File: src/rtl/quad_pwm_mixer.sv
// quad_pwm_mixer: per-channel quadrature-encoder duty trackers driving PWM outputs
// from one shared prescaled period counter, with period-aligned (shadowed) duty updates.
module quad_pwm_mixer #(
  parameter int NUM_CH      = 3,
  parameter int DUTY_W      = 8,
  parameter int STEP        = 1,
  parameter int SYNC_STAGES = 2,
  parameter int PRESCALE    = 1
) (
  input  logic                     clk,
  input  logic                     rst,
  input  logic                     enable,
  input  logic [NUM_CH-1:0]        enc_a,
  input  logic [NUM_CH-1:0]        enc_b,
  output logic [NUM_CH-1:0]        pwm_out,
  output logic [NUM_CH*DUTY_W-1:0] duty_out,
  output logic [NUM_CH-1:0]        enc_err,
  output logic                     period_start
);

  localparam int               PS_W      = (PRESCALE > 1) ? $clog2(PRESCALE) : 1;
  localparam logic [DUTY_W:0]  DUTY_MAX  = {1'b0, {DUTY_W{1'b1}}};
  localparam logic [DUTY_W:0]  STEP_X    = (DUTY_W+1)'(STEP);
  localparam logic [PS_W-1:0]  PS_LAST   = PS_W'(PRESCALE - 1);
  localparam logic [DUTY_W-1:0] TICK_LAST = {DUTY_W{1'b1}};

  localparam logic [1:0] DEC_NONE = 2'b00;
  localparam logic [1:0] DEC_UP   = 2'b01;
  localparam logic [1:0] DEC_DN   = 2'b10;
  localparam logic [1:0] DEC_ERR  = 2'b11;

  // {a,b} pairs: prev -> cur classified as forward, reverse, double-bit jump or idle
  function automatic logic [1:0] quad_decode(input logic [1:0] prev, input logic [1:0] cur);
    logic [1:0] code;
    case ({prev, cur})
      4'b0010, 4'b1011, 4'b1101, 4'b0100: code = DEC_UP;
      4'b0001, 4'b0111, 4'b1110, 4'b1000: code = DEC_DN;
      4'b0011, 4'b1100, 4'b0110, 4'b1001: code = DEC_ERR;
      default:                            code = DEC_NONE;
    endcase
    return code;
  endfunction

  function automatic logic [DUTY_W-1:0] sat_step(input logic [DUTY_W-1:0] duty,
                                                  input logic up, input logic dn);
    logic [DUTY_W:0] wide;
    wide = {1'b0, duty};
    if (up) begin
      wide = wide + STEP_X;
      if (wide > DUTY_MAX) begin
        wide = DUTY_MAX;
      end else begin
        wide = wide;
      end
    end else if (dn) begin
      if (wide < STEP_X) begin
        wide = '0;
      end else begin
        wide = wide - STEP_X;
      end
    end else begin
      wide = wide;
    end
    return wide[DUTY_W-1:0];
  endfunction

  logic [NUM_CH-1:0][SYNC_STAGES-1:0] a_sync_r;
  logic [NUM_CH-1:0][SYNC_STAGES-1:0] b_sync_r;
  logic [NUM_CH-1:0][DUTY_W-1:0]      raw_r;
  logic [NUM_CH-1:0][DUTY_W-1:0]      raw_next_s;
  logic [NUM_CH-1:0][DUTY_W-1:0]      active_r;
  logic [NUM_CH-1:0][1:0]             dec_s;
  logic [NUM_CH-1:0]                  err_s;
  logic [NUM_CH-1:0]                  enc_err_r;
  logic [NUM_CH-1:0]                  pwm_r;
  logic [PS_W-1:0]                    presc_r;
  logic [DUTY_W-1:0]                  tick_r;
  logic                               enable_d_r;
  logic                               period_start_r;
  logic                               count_en_s;
  logic                               tick_adv_s;
  logic                               wrap_s;
  logic                               start_s;
  logic                               load_s;

  // Synchroniser chains; the last flop doubles as the previous-state register
  always_ff @(posedge clk or negedge rst) begin
    if (!rst) begin
      a_sync_r <= '0;
      b_sync_r <= '0;
    end else begin
      for (int i = 0; i < NUM_CH; i++) begin
        a_sync_r[i] <= {a_sync_r[i][SYNC_STAGES-2:0], enc_a[i]};
        b_sync_r[i] <= {b_sync_r[i][SYNC_STAGES-2:0], enc_b[i]};
      end
    end
  end

  // Decode the transition about to enter the last stage so raw duty lands on edge SYNC_STAGES
  always_comb begin
    dec_s      = '0;
    err_s      = '0;
    raw_next_s = raw_r;
    for (int i = 0; i < NUM_CH; i++) begin
      dec_s[i]      = quad_decode({a_sync_r[i][SYNC_STAGES-1], b_sync_r[i][SYNC_STAGES-1]},
                                  {a_sync_r[i][SYNC_STAGES-2], b_sync_r[i][SYNC_STAGES-2]});
      raw_next_s[i] = sat_step(raw_r[i], dec_s[i] == DEC_UP, dec_s[i] == DEC_DN);
      err_s[i]      = (dec_s[i] == DEC_ERR);
    end
  end

  // Timebase control: the first enabled cycle only starts the period, counting begins after it
  always_comb begin
    count_en_s = enable & enable_d_r;
    tick_adv_s = count_en_s & (presc_r == PS_LAST);
    wrap_s     = tick_adv_s & (tick_r == TICK_LAST);
    start_s    = enable & ~enable_d_r;
    load_s     = ~enable | start_s | wrap_s;
  end

  // Prescaler, tick counter and period-start pulse
  always_ff @(posedge clk or negedge rst) begin
    if (!rst) begin
      presc_r        <= '0;
      tick_r         <= '0;
      enable_d_r     <= 1'b0;
      period_start_r <= 1'b0;
    end else begin
      enable_d_r     <= enable;
      period_start_r <= start_s | wrap_s;
      if (!count_en_s) begin
        presc_r <= '0;
        tick_r  <= '0;
      end else if (tick_adv_s) begin
        presc_r <= '0;
        tick_r  <= tick_r + DUTY_W'(1);
      end else begin
        presc_r <= presc_r + PS_W'(1);
        tick_r  <= tick_r;
      end
    end
  end

  // Raw duty, shadowed active duty, error pulses and PWM compare
  always_ff @(posedge clk or negedge rst) begin
    if (!rst) begin
      raw_r     <= '0;
      active_r  <= '0;
      enc_err_r <= '0;
      pwm_r     <= '0;
    end else begin
      raw_r     <= raw_next_s;
      enc_err_r <= err_s;
      for (int i = 0; i < NUM_CH; i++) begin
        pwm_r[i] <= count_en_s & (tick_r < active_r[i]);
      end
      if (load_s) begin
        active_r <= raw_r;
      end else begin
        active_r <= active_r;
      end
    end
  end

  assign pwm_out      = pwm_r;
  assign duty_out     = active_r;
  assign enc_err      = enc_err_r;
  assign period_start = period_start_r;

endmodule

File: config.mk
export PLATFORM = sky130hd
export DESIGN_NAME = quad_pwm_mixer
export DESIGN_NICKNAME = d
export VERILOG_FILES = /design/src/rtl/quad_pwm_mixer.sv
export SDC_FILE = /design/constraint.sdc
export NUM_CORES = 1
export LEC_CHECK = 0
export BUFFER_PORTS_ARGS = -buffer_cell sky130_fd_sc_hd__buf_2
export CORE_MARGIN = 2
export CORE_UTILIZATION = 62
export CTS_BUF_LIST = sky130_fd_sc_hd__clkbuf_4
export DETAILED_ROUTE_END_ITERATION = 7
export PLACE_DENSITY = 0.91
export SLEW_MARGIN = 0
export SYNTH_ARGS = -nofsm -noshare
export SYNTH_HDL_FRONTEND = slang
export SYNTH_SLANG_ARGS = --single-unit
File: constraint.sdc
create_clock -name clk -period 2.4 [get_ports clk]
set_clock_uncertainty 0.05 [all_clocks]
set_input_delay 0.48 -clock clk [delete_from_list [all_inputs] [get_ports clk]]
set_output_delay 0.48 -clock clk [all_outputs]
set_load 0.02 [all_outputs]
== Word-level counts from Yosys, hierarchy flattened ==
Memories as Yosys holds them, arrays and structs flattened.
Index checks and enable logic that the tools add are counted.

* Bits in registers: 77
* Bits in read-only memories: 96
* Input bits: 9
* Output and inout port bits: 31
* Logic and storage cells: 81
* Memories kept: 3

{| class="wikitable"
|+ Memories
! name !! words !! bits a word !! read ports !! clocked after memory_dff !! write ports !! line !! text
|-
| (name not given) || 16 || 2 || 1 || 0 || 0 || 35 || <nowiki>case ({prev, cur})</nowiki>
|-
| (name not given) || 16 || 2 || 1 || 0 || 0 || 35 ||
|-
| (name not given) || 16 || 2 || 1 || 0 || 0 || 35 ||
|}

* Add/subtract/negate cells: 8
* $lt $le $gt $ge: 9
* Equality and inequality tests: 11
* Mux-type cells: 16
* Bitwise operators: 13
* Reduce and logical (&&, ||, !) cells: 3

{| class="wikitable"
|+ Operator list
! cell !! number
|-
| 2-to-1 mux 8 bit || 14
|-
| adder 8 x 1 -> 9 bit (second input constant) || 3
|-
| > comparator 9 x 8 -> 1 bit (second input constant) || 3
|-
| < comparator 8 x 1 -> 1 bit (second input constant) || 3
|-
| < comparator 8 bit || 3
|-
| subtractor 8 x 1 -> 8 bit (second input constant) || 3
|-
| == test 2 bit (second input constant) || 6
|-
| adder 8 x 1 -> 8 bit (second input constant) || 1
|-
| == test 8 bit (second input constant) || 1
|-
| bitwise AND 1 bit || 7
|-
| == test 2 x 1 -> 1 bit (second input constant) || 3
|-
| nonzero test 2 bit || 3
|-
| NOT 1 bit || 3
|-
| OR 1 bit || 3
|-
| 2-to-1 mux 1 bit || 2
|-
| inequality test 2 x 1 -> 1 bit (second input constant) || 1
|-
| adder 1 bit (second input constant) || 1
|}

== Longest topological paths before layout ==
Gate-level depths: netlist (run 1).

* Word-level depth: 4
* Depth in mapped cells: 12
* Mapped depth without buffers: 11

== Least setup slack after synthesis (run 1) ==
No wires, ideal clock.

* Path kind: reg2reg
* Start: reg raw_r[16] in the netlist's numbering
* End: reg raw_r[21] in the netlist's numbering
* Setup time: 0.121 ns
* Arrival time: 2.041 ns
* Required time: 2.229 ns
* Setup slack: 0.188 ns
* Stages on the path, launching flop included: 10
* Buffers on the path: 2
* Clock period less this slack: 2.212 ns
* Cells stage by stage: dfrtp_1 > clkbuf_1 > inv_1 > ha_1 > or4b_4 > nor4_4 > or2_1 > buf_4 > o41ai_1 > a22o_1

* Longest elaborated chain between the ends: 4
* Elaborated cells on any way between the ends: 8
* Those cells by class: add/sub (2); order compare (2); mux (4)

{| class="wikitable"
|+ RTL lines
! item !! line !! text
|-
| from (decl) || 69 || <nowiki>logic [NUM_CH-1:0][DUTY_W-1:0] raw_r;</nowiki>
|-
| from (signal assigned) || 152 || <nowiki>raw_r <= raw_next_s;</nowiki>
|-
| adder 8 x 1 -> 9 bit, or another cell as far along || 49 || <nowiki>wide = wide + STEP_X;</nowiki>
|-
| > comparator 9 x 8 -> 1 bit / 2-to-1 mux 8 bit (equally long branches) || 50, 56 ||
|-
| 2-to-1 mux 8 bit, on equally long branches || 50, 55 ||
|-
| 2-to-1 mux 8 bit (*) || 48 || <nowiki>if (up) begin</nowiki>
|}

Mark *: on every way between the ends. The rest lies on a longest branch, timed or not. The select of a mux whose other input is x is not followed.
A chain may end at the register's enable or synchronous reset.

== Final worst setup path (run 1) ==
* Start: reg b_sync_r[2] in the netlist's numbering
* End: reg raw_r[11] in the netlist's numbering

* Longest elaborated chain between the ends: 3
* Elaborated cells on any way between the ends: 5
* Those cells by class: eq/ne (2); mux (1); reduce/logical (1); memory (1)

{| class="wikitable"
|+ RTL lines
! item !! line !! text
|-
| from (decl) || 68 || <nowiki>logic [NUM_CH-1:0][SYNC_STAGES-1:0] b_sync_r;</nowiki>
|-
| from (signal, indexed assignment) || 94 || <nowiki>b_sync_r[i] <= {b_sync_r[i][SYNC_STAGES-2:0], enc_b[i]};</nowiki>
|-
| memory (16 x 2 bit) (*) || -- ||
|-
| == test 2 x 1 -> 1 bit / == test 2 bit (equally long branches) || 107 || <nowiki>raw_next_s[i] = sat_step(raw_r[i], dec_s[i] == DEC_UP, dec_s[i] == DEC_DN);</nowiki>
|-
| 2-to-1 mux 8 bit / nonzero test 2 bit (equally long branches) || -- ||
|}

Mark *: on every way between the ends. The rest lies on a longest branch, timed or not.

==> run summary, run 1 <==
The count of TritonRoute iterations in the first routing pass is 6. Measured against its own limit, the worst slew margin works out to 49.3%. Buffers added to address setup during post-CTS repair amount to 0. The achievable clock frequency came out at 0.441 GHz. STA classifies the critical path startpoint as a flop. In this run the horizontal extent of the chip is 92.3 um. The number of ports placed on the die boundary came out at 40.

The leading cell type by number of instances after synthesis is sky130_fd_sc_hd__dfrtp_1. Setup violations remaining at the end of the flow were counted as 0. The post-CTS clock slew at the launch and capture registers of the worst setup and hold paths came out at 0.14 ns. Once the floorplan was initialized, standard cells occupied 63.3% of the core. The number of antenna repair diodes came out at 0. For this run, asynchronously set or reset flops after synthesis account for 100%. The maximum vdd drop came out at 622 uV. The critical path is of the flop to flop type. The number of vias in the routed layout is 4377. The clock root buffer is sky130_fd_sc_hd__clkbuf_4.

sky130_fd_sc_hd__dfrtp_1 takes more of the synthesized area than any other cell. The number of enable flip-flop cells after synthesis came out at 0. The setup check on the worst reg-to-reg path leaves a slack of 0.13 ns. TritonCTS built the clock tree. Dividing the detail-routed wire length by the instance count gives 16.5 um. The most used flip-flop cell after synthesis is sky130_fd_sc_hd__dfrtp_1.

Summing the areas of all compound-gate instances in the mapped netlist gives 22.1% of the synthesized area. The relative area change from synthesis to final layout came out at 11.7%. The path depth of the worst reg2reg path came out at 8. The adder-cell share of the synthesized area came out at 9.57%. The post-synthesis share of cell area spent on and, or, nand and nor gates is 18.2%. The signal arrival time at the worst endpoint is 2.59 ns. The number of I/O port buffers is 39.

Entering global routing, the biggest net connects 44 pins. In this run the worst hold path is classified as input port to flop. Of all nets on the critical path, the largest fanout is 10.

The number of failing hold endpoints at the final stage came out at 0. The floorplan step defined a core boundary enclosing 0.00765 mm2. TritonCTS created 9 clock buffers.

The run finished with clean final reports. Setup repair after global routing left no endpoint under its margin. After synthesis, the largest area contributor takes up 39.8% of total cell area.

The leakage power is 2.49 nW. In this run the critical register-to-register path is launched from b_sync_r[2]. The global-route total usage across every layer came out at 28.5%. The post-route DRC violation count is 0. The count of warnings emitted by yosys came out at 0. The endpoint identified for the worst register-to-register timing path is raw_r[11].

The routed wire length came out at 11.5 mm. The number of sinks handled by clock tree synthesis is 77. After the last flow step, the layout net total stands at 639. Cells with a size suffix above 1 make up 16.1% of the layout.

The instance count of the mapped netlist came out at 554. The worst setup path is captured at a flop. The unique cell type count in the Yosys netlist came out at 63. The remaining antenna violation count came out at 0. The data required time at the worst endpoint came out at 2.72 ns. The cell area that synthesis handed to floorplanning was 0.00484 mm2.

The max capacitance violation total came out at 0. The weighted congestion reported at the end of routability-driven placement came out at 0.984. The level count of the clock H-tree came out at 3. After the first detailed-routing iteration, the DRC count stood at 259.

The fraction of the cycle the final worst path needs came out at 94.4%. The final core utilization came out at 70.6%. The total count of max-transition violations in the final report is 0.

At the pin with the least slew margin, the transition time is 0.754 ns. For this run, the register share of the synthesized area comes to 39.8%. For this design the ratio of total power to cell area is 1070 mW/mm2. After synthesis, the largest family of logic cells by area is compound AO/OA/AOI/OAI gates. The post-synth net total is 600.

Using the TritonRoute via totals, the vias-per-cell ratio works out to 6.25. After synthesis, the share of cell area in mux cells is 2.20%. The via count of the first global-routing pass is 4121. The clock passes through at most 2 buffers.

The area of the die is 0.00853 mm2. The initial antenna violation count came to 0. The number of cells on the worst hold path is 1.

The final-layout setup total negative slack came out at 0 ns. The global-route wire length before repair came out at 19.6 mm. In this run the most critical hold path is launched from enc_a[1]. The terminating pin of the worst hold path is a_sync_r[2].

The post-route minimum period is 2.27 ns. The leftover overflow at the end of global routing is 0. The fraction of synthesized cell area in xor and xnor cells is 2.17%. The total power draw came out at 0.00579 W. Clock latency on the worst-skew pair, taken at its later pin, is 0.44 ns. The height of the die came out at 92.3 um. The synthesized area per cell is 8.73 um2. The half-perimeter wire length after detailed placement is 8.16 mm. The register bit count reported by yosys is 77. By area the synthesized netlist is led by sky130_fd_sc_hd__dfrtp_1 (40%), sky130_fd_sc_hd__ha_1 (9.6%), sky130_fd_sc_hd__o21ai_0 (7.9%). The commonest cells after synthesis are sky130_fd_sc_hd__dfrtp_1 (77), sky130_fd_sc_hd__o21ai_0 (76), sky130_fd_sc_hd__nand2_1 (64). The site row count is 32.
## registers in the layout (all words and copies together) (netlist names)
register	flops
tick_r	8
duty_out	24
b_sync_r	6
enable_d_r	1
pwm_out	3
raw_r	24
period_start	1
enc_err	3
presc_r	1
a_sync_r	6
## how the worst max path moves through the flow
stage | endpoint | from | slack (ns)
after floorplan | raw_r[21] | raw_r[16] | 0.19
after global placement | raw_r[10] | b_sync_r[2] | 0.26
after detailed placement | raw_r[10] | b_sync_r[2] | 0.14
after CTS | raw_r[10] | b_sync_r[2] | 0.12
after global routing | raw_r[21] | b_sync_r[4] | 0.02
final | raw_r[11] | b_sync_r[2] | 0.13
## cell families after synthesis
family | count (synthesis)
flip-flops | 77
AND/OR/NAND/NOR | 173
AO/OA/AOI/OAI | 173
buffers and inverters | 71
adder cells (fa/ha/maj) | 37
multiplexers | 10
other | 1
XOR/XNOR | 12
## worst max-delay path, cell delays in order, from the launching register on
cell	delay (ns)
sky130_fd_sc_hd__dfrtp_1	0.46
sky130_fd_sc_hd__nor2b_1	0.16
sky130_fd_sc_hd__o21ai_0	0.16
sky130_fd_sc_hd__o21ai_0	0.17
sky130_fd_sc_hd__ha_1	0.37
sky130_fd_sc_hd__nand2b_2	0.31
sky130_fd_sc_hd__o211ai_1	0.22
sky130_fd_sc_hd__o21ai_0	0.13
sky130_fd_sc_hd__a21oi_1	0.17
## cell usage in the layout (no fill, tap or decap), types with 3 or more instances in the layout
cell                       Yosys  layout
sky130_fd_sc_hd__o211ai_1      4       4
sky130_fd_sc_hd__nor3b_1       3       3
sky130_fd_sc_hd__mux2i_1       5       5
sky130_fd_sc_hd__mux2_2        5       5
sky130_fd_sc_hd__xor2_1        5       5
sky130_fd_sc_hd__and3_1        6       6
sky130_fd_sc_hd__ha_1         37      37
sky130_fd_sc_hd__nor2_1       30      30
sky130_fd_sc_hd__a22oi_1       3       3
sky130_fd_sc_hd__nand2b_1      8       7
sky130_fd_sc_hd__xnor2_1       7       7
sky130_fd_sc_hd__nor4_1        3       3
sky130_fd_sc_hd__clkbuf_4      0       9
sky130_fd_sc_hd__o21bai_1      3       3
sky130_fd_sc_hd__dfrtp_1      77      77
sky130_fd_sc_hd__a21o_1        6       6
sky130_fd_sc_hd__o21a_1        4       4
sky130_fd_sc_hd__a21boi_0      3       3
sky130_fd_sc_hd__buf_4         2      22
sky130_fd_sc_hd__o22ai_1       4       4
sky130_fd_sc_hd__o31ai_1       3       3
sky130_fd_sc_hd__inv_1        37      37
sky130_fd_sc_hd__a211oi_1      5       5
sky130_fd_sc_hd__o21ai_0      76      76
sky130_fd_sc_hd__nand3_1      11      11
sky130_fd_sc_hd__a211o_1       3       3
sky130_fd_sc_hd__a31o_2        3       3
sky130_fd_sc_hd__nand2_1      64      64
sky130_fd_sc_hd__a31oi_1      13      13
sky130_fd_sc_hd__and4_1        3       3
sky130_fd_sc_hd__nor2b_1       9       9
sky130_fd_sc_hd__nand4_1       4       4
sky130_fd_sc_hd__a22o_1        5       5
sky130_fd_sc_hd__buf_2         7      38
sky130_fd_sc_hd__a21oi_1      22      20
sky130_fd_sc_hd__nor3_1       14      13
## what timing repair did
| item | in CTS | in global routing |
|---|---|---|
| hold endpoints to repair | 34 | 0 |
| hold buffers | 1 | 0 |
| gates resized for setup | 0 | 5 |
| setup endpoints to repair | 0 | 5 |
## power breakdown
group	internal, W	switching [W]	leakage [nW]	total [W]
sequential	0.00165	0.000484	0.978	0.00213
clock	0.000438	0.000513	0.0891	0.000951
combinational	0.00110	0.00161	1.43	0.00271
total	0.00319	0.00260	2.49	0.00579
## cell type report
cell class	count	area [um2]
Fill cell	545	2240
Inverter	37	139
Multi-Input combinational cell	406	2650
Tap cell	102	128
Clock inverter	7	105
Clock buffer	9	67.6
Sequential cell	77	1930
Timing Repair Buffer	62	385
## stage by stage
stage / instance area (um2) / hold WS (ns) / cells / worst slack (ns)
finish: 5400 / 0.0883 / 700 / 0.135
global route: 5400 / 0.0662 / 700 / 0.0170
CTS: 5380 / 0.0771 / 700 / 0.121
detailed placement: 5200 / 0.378 / 683 / 0.140
global placement: 5200 / 0.376 / 683 / 0.264
floorplan: 4840 / 0.134 / 554 / 0.188
## layer usage
layer / GRT usage [%] / vias up / wire, um
met1: 36.6 / 2093 / 4690
met2: 48.8 / 201 / 5850
met5: 0 / - / 0
met4: 10.3 / 0 / 238
li1: - / 2056 / -
met3: 4.88 / 27 / 756
(Power assumes the default switching activity.)
==> run 2, diff against run 1 <==
--- a/config.mk
+++ b/config.mk
@@ -6,11 +6,14 @@
 export NUM_CORES = 1
 export LEC_CHECK = 0
 export BUFFER_PORTS_ARGS = -buffer_cell sky130_fd_sc_hd__buf_2
+export CELL_PAD_IN_SITES_DETAIL_PLACEMENT = 1
+export CELL_PAD_IN_SITES_GLOBAL_PLACEMENT = 2
 export CORE_MARGIN = 2
-export CORE_UTILIZATION = 62
+export CORE_UTILIZATION = 38
 export CTS_BUF_LIST = sky130_fd_sc_hd__clkbuf_4
 export DETAILED_ROUTE_END_ITERATION = 7
-export PLACE_DENSITY = 0.91
+export PLACE_DENSITY = 0.9
+export RECOVER_POWER = 25
 export SLEW_MARGIN = 0
 export SYNTH_ARGS = -nofsm -noshare
 export SYNTH_HDL_FRONTEND = slang
==> run summary, run 2 (synthesis gave the netlist of run 1 again) <==
The half-perimeter wire length after detailed placement came out at 9.42 mm (was 8.16 mm). The post-CTS clock slew at the launch and capture registers of the worst setup and hold paths is 0.14 ns (about the same). The weighted congestion reported at the end of routability-driven placement is 0.867 (was 0.984). The placed instance area came out at 0.00527 mm2 (was 0.00520 mm2).

The routed length per placed instance came out at 16.9 um (was 16.5 um). The combined buffer and inverter count along the critical path is 0 (unchanged). The maximum vdd drop is 356 uV (was 622 uV). The number of buffers on the longest clock path was 2 (unchanged). The delay of the slowest critical-path stage is 0.68 ns (was 0.46 ns).

The number of vias in the routed layout came to 4219 (was 4377). The final-layout setup total negative slack came out at 0 ns (unchanged). The final core utilization was 43.3% (was 70.6%).

The final-layout fill cell count came out at 1537 (was 545). The area of the die was 0.0137 mm2 (was 0.00853 mm2). The max capacitance violation total came out at 0 (unchanged).

The timing startpoint of the critical path is raw_r[3] (was b_sync_r[2]). The kind of cell adding the most delay to the critical path is compound AO/OA/AOI/OAI gates (unchanged). The die extent in x came out at 117 um (was 92.3 um). The number of failing hold endpoints at the final stage came out at 0 (unchanged). The fraction of the cycle the final worst path needs came out at 93.3% (was 94.4%).

The via density per instance was 5.51 (was 6.25). The clock root buffer is sky130_fd_sc_hd__clkbuf_4 (unchanged). The routed wire length is 12.9 mm (was 11.5 mm).

The cell with the largest stage delay on the worst path was sky130_fd_sc_hd__dfrtp_1 (unchanged). The site row count came out at 41 (was 32). The number of antenna repair diodes is 0 (unchanged). The pin slew with the least headroom to its limit is 1.17 ns (was 0.754 ns). The number of sinks handled by clock tree synthesis came out at 77 (unchanged). The capture point of the worst path was raw_r[4] (was raw_r[11]).

The achievable clock frequency came to 0.446 GHz (was 0.441 GHz). The path category of the worst min-delay check is input port to flop (unchanged). The post-route minimum period came out at 2.24 ns (was 2.27 ns). The cell repeated most along the worst path is sky130_fd_sc_hd__nor3_1 (was sky130_fd_sc_hd__o21ai_0). The total count of max-transition violations in the final report is 0 (unchanged). The net count reported at finish came out at 635 (was 639). The critical path startpoint category was a flop (unchanged). The global-route total usage across every layer is 20.3% (was 28.5%). The path depth of the worst reg2reg path came out at 6 (was 8).

The area taken by multi-input logic gates is 0.00267 mm2 (was 0.00265 mm2). The kind of capture point of the worst setup path is a flop (unchanged). The height of the die is 117 um (was 92.3 um). The area used by sequential logic in the layout is 0.00193 mm2 (about the same). The initial detailed-routing violation count was 195 (was 259).

The leakage power came to 2.44 nW (was 2.49 nW). Run status: completed (unchanged). The tightest slew margin relative to the limit came out at 21.8% (was 49.3%). The total power density per cell area came out at 1030 mW/mm2 (was 1070 mW/mm2). The number of I/O port buffers came out at 39 (unchanged). The area of the placeable core came out at 0.0125 mm2 (was 0.00765 mm2). The total CTS buffers is 9 (unchanged). The total stage count of the critical path is 6 (was 8). The post-route DRC violation count is 0 (unchanged).

The initial standard-cell utilization of the core came to 38.7% (was 63.3%). The cell area after layout is 0.00543 mm2 (was 0.00540 mm2). The leftover overflow at the end of global routing came out at 0 (unchanged).

The initial antenna violation count is 0 (unchanged). The number of ports placed on the die boundary is 40 (unchanged). The signal arrival time at the worst endpoint came out at 2.59 ns (about the same).

The global-route wire length before repair is 21.7 mm (was 19.6 mm). The share of cells above drive strength 1 is 16.2% (was 16.1%). The remaining antenna violation count is 0 (unchanged). The TritonCTS clock tree was built (unchanged). Sequence of cells on the critical path: a21boi_0, o21ai_0, a2111oi_1, a2bb2oi_1, nor3_1, nor3_1 (was nor2b_1, o21ai_0, o21ai_0, ha_1, nand2b_2, o211ai_1, o21ai_0, a21oi_1). The largest net degree at the start of global routing is 46 (was 44).

The reg-to-reg critical path endpoint is raw_r[4] (was raw_r[11]). The relative area change from synthesis to final layout came to 12.1% (was 11.7%). The category of the most critical setup path is flop to flop (unchanged). The clock latency reported for the late side of the worst-skew pair came to 0.48 ns (was 0.44 ns). The setup slack on the worst flop-to-flop path came to 0.16 ns (was 0.13 ns).

The count of TritonRoute iterations in the first routing pass is 4 (was 6). The total setup buffers inserted after CTS came out at 0 (unchanged). The critical-path maximum fanout is 13 (was 10).

The via count of the first global-routing pass is 4394 (was 4121). Setup repair after global routing missed its margin: no (unchanged). The data required time at the worst endpoint came to 2.75 ns (was 2.72 ns). Commonest cells after routing, fill and taps aside: sky130_fd_sc_hd__o21ai_0 (76), sky130_fd_sc_hd__dfrtp_1 (76), sky130_fd_sc_hd__nand2_1 (64), sky130_fd_sc_hd__inv_1 (37), sky130_fd_sc_hd__buf_2 (37) (was sky130_fd_sc_hd__dfrtp_1 (77), sky130_fd_sc_hd__o21ai_0 (76), sky130_fd_sc_hd__nand2_1 (64), sky130_fd_sc_hd__buf_2 (38)).

The setup-violating endpoint count in the final report is 0 (unchanged). The worst flop-to-flop path startpoint is raw_r[3] (was b_sync_r[2]). The level count of the clock H-tree came out at 3 (unchanged).
-- run 2: cell type report --
class	count	share of cell area [%]
clock inverter	7	0.784
multi-input combinational	406	49.2
sequential	77	35.5
tap	172	3.97
inverter	37	2.56
clock buffer	9	1.25
timing repair buffer	58	6.71
-- run 2: per-stage QoR --
step                      std cells  hold WS, ns  setup WS, ns  total power, W
after CTS                       766       0.0241        0.0109         0.00558
after global placement          749        0.369         0.209         0.00469
after floorplan                 554        0.134         0.188         0.00396
final                           766       0.0546         0.160         0.00559
after global routing            766       0.0261       0.00673         0.00608
after detailed placement        749        0.398        0.0516         0.00485
-- run 2: repair_timing --
item | 4_1_cts | 5_1_grt
hold buffers | 1 | 0
hold endpoints to repair | 44 | 0
setup endpoints to repair | 0 | 14
gates resized for setup | 0 | 13
-- run 2: worst min-delay path by stage --
stage / from / endpoint / slack (ns) / cells past startpoint
floorplan: rst / a_sync_r[0] / 0.13 / 0
global route: enc_a[1] / a_sync_r[2] / 0.03 / 1
finish: enc_a[1] / a_sync_r[2] / 0.05 / 1
detailed placement: a_sync_r[2] / a_sync_r[3] / 0.40 / 0
global placement: a_sync_r[0] / a_sync_r[1] / 0.37 / 0
CTS: enc_a[0] / a_sync_r[0] / 0.02 / 1
-- run 2: power by group --
| part | switching [W] | internal (W) |
|---|---|---|
| Clock | 0.000509 | 0.000204 |
| Sequential | 0.000527 | 0.00165 |
| Combinational | 0.00158 | 0.00112 |
| Total | 0.00261 | 0.00297 |
-- run 2: metal layers --
layer / up-vias / GRT usage, % / part of all wire [%]
met3: 14 / 3.35 / 2.2
met5: - / 0 / 0
li1: 2046 / - / -
met2: 51 / 35.1 / 51
met4: 0 / 7.53 / 1.5
met1: 2108 / 25.5 / 45
==> run 3, diff against run 2 <==
--- a/config.mk
+++ b/config.mk
@@ -12,6 +12,7 @@
 export CORE_UTILIZATION = 38
 export CTS_BUF_LIST = sky130_fd_sc_hd__clkbuf_4
 export DETAILED_ROUTE_END_ITERATION = 7
+export MAX_ROUTING_LAYER = met4
 export PLACE_DENSITY = 0.9
 export RECOVER_POWER = 25
 export SLEW_MARGIN = 0
==> run summary, run 3 (synthesis gave the netlist of run 1 again) <==
The routed length per placed instance is 16.9 um (about the same). The net switching component of the power came to 0.00262 W (was 0.00261 W). The global-route total usage across every layer is 21.0% (was 20.3%). The initial detailed-routing violation count came out at 193 (was 195). The part of the power in combinational logic is 48.3% (about the same). The setup-violating endpoint count in the final report is 0 (unchanged). Setup repair after global routing missed its margin: no (unchanged). The relative area change from synthesis to final layout is 12.1% (unchanged). The final-layout setup total negative slack came out at 0 ns (unchanged). The routed wire length is 12.9 mm (about the same). The half-perimeter wire length after detailed placement was 9.42 mm (unchanged). The post-route minimum period is 2.24 ns (about the same).

The internal power of the cells is 0.00297 W (about the same). The largest net degree at the start of global routing was 46 (unchanged). The number of failing hold endpoints at the final stage came to 0 (unchanged). The final worst-path setup slack came out at 0.160 ns (about the same).

The weighted congestion reported at the end of routability-driven placement is 0.881 (was 0.867). The total power draw is 0.00559 W (about the same). Commonest cells after routing, fill and taps aside: sky130_fd_sc_hd__o21ai_0 (76), sky130_fd_sc_hd__dfrtp_1 (76), sky130_fd_sc_hd__nand2_1 (64), sky130_fd_sc_hd__inv_1 (37), sky130_fd_sc_hd__buf_2 (37) (unchanged). The share of power burned in registers came to 38.9% (about the same).

The clock root buffer was sky130_fd_sc_hd__clkbuf_4 (unchanged). The tightest slew margin relative to the limit came out at 21.1% (was 21.8%). The number of antenna repair diodes is 0 (unchanged). The path category of the worst min-delay check is input port to flop (unchanged). The share of cells above drive strength 1 is 16.2% (unchanged). The die extent in x came out at 117 um (unchanged). The pin slew with the least headroom to its limit came to 1.18 ns (was 1.17 ns). The level count of the clock H-tree is 3 (unchanged). The leftover overflow at the end of global routing is 0 (unchanged). The global-route wire length before repair is 21.7 mm (about the same).

The total count of max-transition violations in the final report came out at 0 (unchanged). The share of power burned in the clock network is 12.8% (about the same). The net count reported at finish is 635 (unchanged). The initial standard-cell utilization of the core is 38.7% (unchanged). The total CTS buffers is 9 (unchanged). Run status: completed (unchanged). The post-placement setup slack is 0.0516 ns (unchanged).

The via density per instance is 5.51 (about the same). The number of buffers on the longest clock path came to 2 (unchanged). The total power density per cell area is 1030 mW/mm2 (about the same). The critical-path maximum fanout came to 13 (unchanged).

The remaining antenna violation count came to 0 (unchanged). The fraction of power spent switching nets is 46.8% (about the same). The placed instance area came to 0.00527 mm2 (unchanged). The TritonCTS clock tree is built (unchanged). The worst-case hold slack is 0.0543 ns (was 0.0546 ns). The leakage power is 2.44 nW (unchanged). The cell repeated most along the worst path is sky130_fd_sc_hd__nor3_1 (unchanged). The number of I/O port buffers was 39 (unchanged). The area of the placeable core was 0.0125 mm2 (unchanged).

The total setup buffers inserted after CTS came to 0 (unchanged). The max capacitance violation total is 0 (unchanged). The fraction of the cycle the final worst path needs is 93.3% (about the same). The setup slack on the worst flop-to-flop path is 0.16 ns (about the same). The number of ports placed on the die boundary came to 40 (unchanged). The site row count was 41 (unchanged). The kind of capture point of the worst setup path is a flop (unchanged).

The clock latency reported for the late side of the worst-skew pair came out at 0.48 ns (about the same). The post-route DRC violation count came out at 0 (unchanged). The critical path startpoint category is a flop (unchanged). The number of vias in the routed layout is 4221 (was 4219). The initial antenna violation count is 0 (unchanged). The data required time at the worst endpoint is 2.76 ns (was 2.75 ns). The via count of the first global-routing pass came out at 4399 (was 4394). The final-layout fill cell count came to 1537 (unchanged).

The cell area after layout is 0.00543 mm2 (unchanged). The height of the die came out at 117 um (unchanged). The category of the most critical setup path is flop to flop (unchanged). The number of sinks handled by clock tree synthesis came out at 77 (unchanged). The signal arrival time at the worst endpoint came out at 2.60 ns (was 2.59 ns).

The cell with the largest stage delay on the worst path is sky130_fd_sc_hd__dfrtp_1 (unchanged). The area of the die was 0.0137 mm2 (unchanged). The delay of the slowest critical-path stage is 0.68 ns (about the same). The achievable clock frequency came out at 0.446 GHz (about the same). The post-CTS clock slew at the launch and capture registers of the worst setup and hold paths is 0.14 ns (about the same).

Sequence of cells on the critical path: a21boi_0, o21ai_0, a2111oi_1, a2bb2oi_1, nor3_1, nor3_1 (unchanged). The count of TritonRoute iterations in the first routing pass came out at 4 (unchanged). The maximum vdd drop came out at 357 uV (was 356 uV).
==> run 3: what timing repair did <==
action                                  in CTS  in global routing
hold buffers                                 1                  0
endpoints found under the setup margin       0                 14
hold endpoints to repair                    44                  0
gates resized for setup                      0                 13
==> run 3: worst max-delay path: cells and delay by family, from the launching register on <==
family          cells  cell delay (ns)
compound gates      4             1.16
flops               1             0.68
simple gates        2             0.27
==> run 3: area by class of cell <==
type	instances	area (um2)	area share, %
Clock buffer	9	67.6	1.25
Multi-Input combinational cell	406	2670	49.2
Tap cell	172	215	3.97
Inverter	37	139	2.56
Sequential cell	77	1930	35.5
Timing Repair Buffer	58	364	6.71
Clock inverter	7	42.5	0.784
==> run 3: metrics by stage <==
step / util, % / instances
5_1_grt: 43.3 / 766
3_5_place_dp: 42.1 / 749
3_3_place_gp: 42.1 / 749
4_1_cts: 43.0 / 766
2_1_floorplan: - / 554
6_report: 43.3 / 766
==> run 3: path summary, 6_finish.rpt <==
path	from	endpoint	cells past startpoint
worst min-delay path	enc_a[1]	a_sync_r[2]	1
worst max-delay path	raw_r[3]	raw_r[4]	6
max in group asynchronous	rst	raw_r[17]	3
worst min register to register	a_sync_r[4]	a_sync_r[5]	0
worst max register to register	raw_r[3]	raw_r[4]	6
min in group asynchronous	rst	a_sync_r[3]	2
==> run 3: metal layers <==
layer  track usage, %  share of wire (%)
met2             35.3                 51
met4             7.06                1.4
met3             3.81                2.2
met1             25.5                 45
met5                -                  0
==> run 3: power by group through the flow <==
stage / Sequential [W] / Combinational [W] / Clock [W]
after floorplan: 0.00214 / 0.00183 / 0
after global placement: 0.00217 / 0.00252 / 0
after detailed placement: 0.00219 / 0.00266 / 0
after CTS: 0.00216 / 0.00268 / 0.000740
after global routing: 0.00225 / 0.00304 / 0.000793
final: 0.00218 / 0.00270 / 0.000714
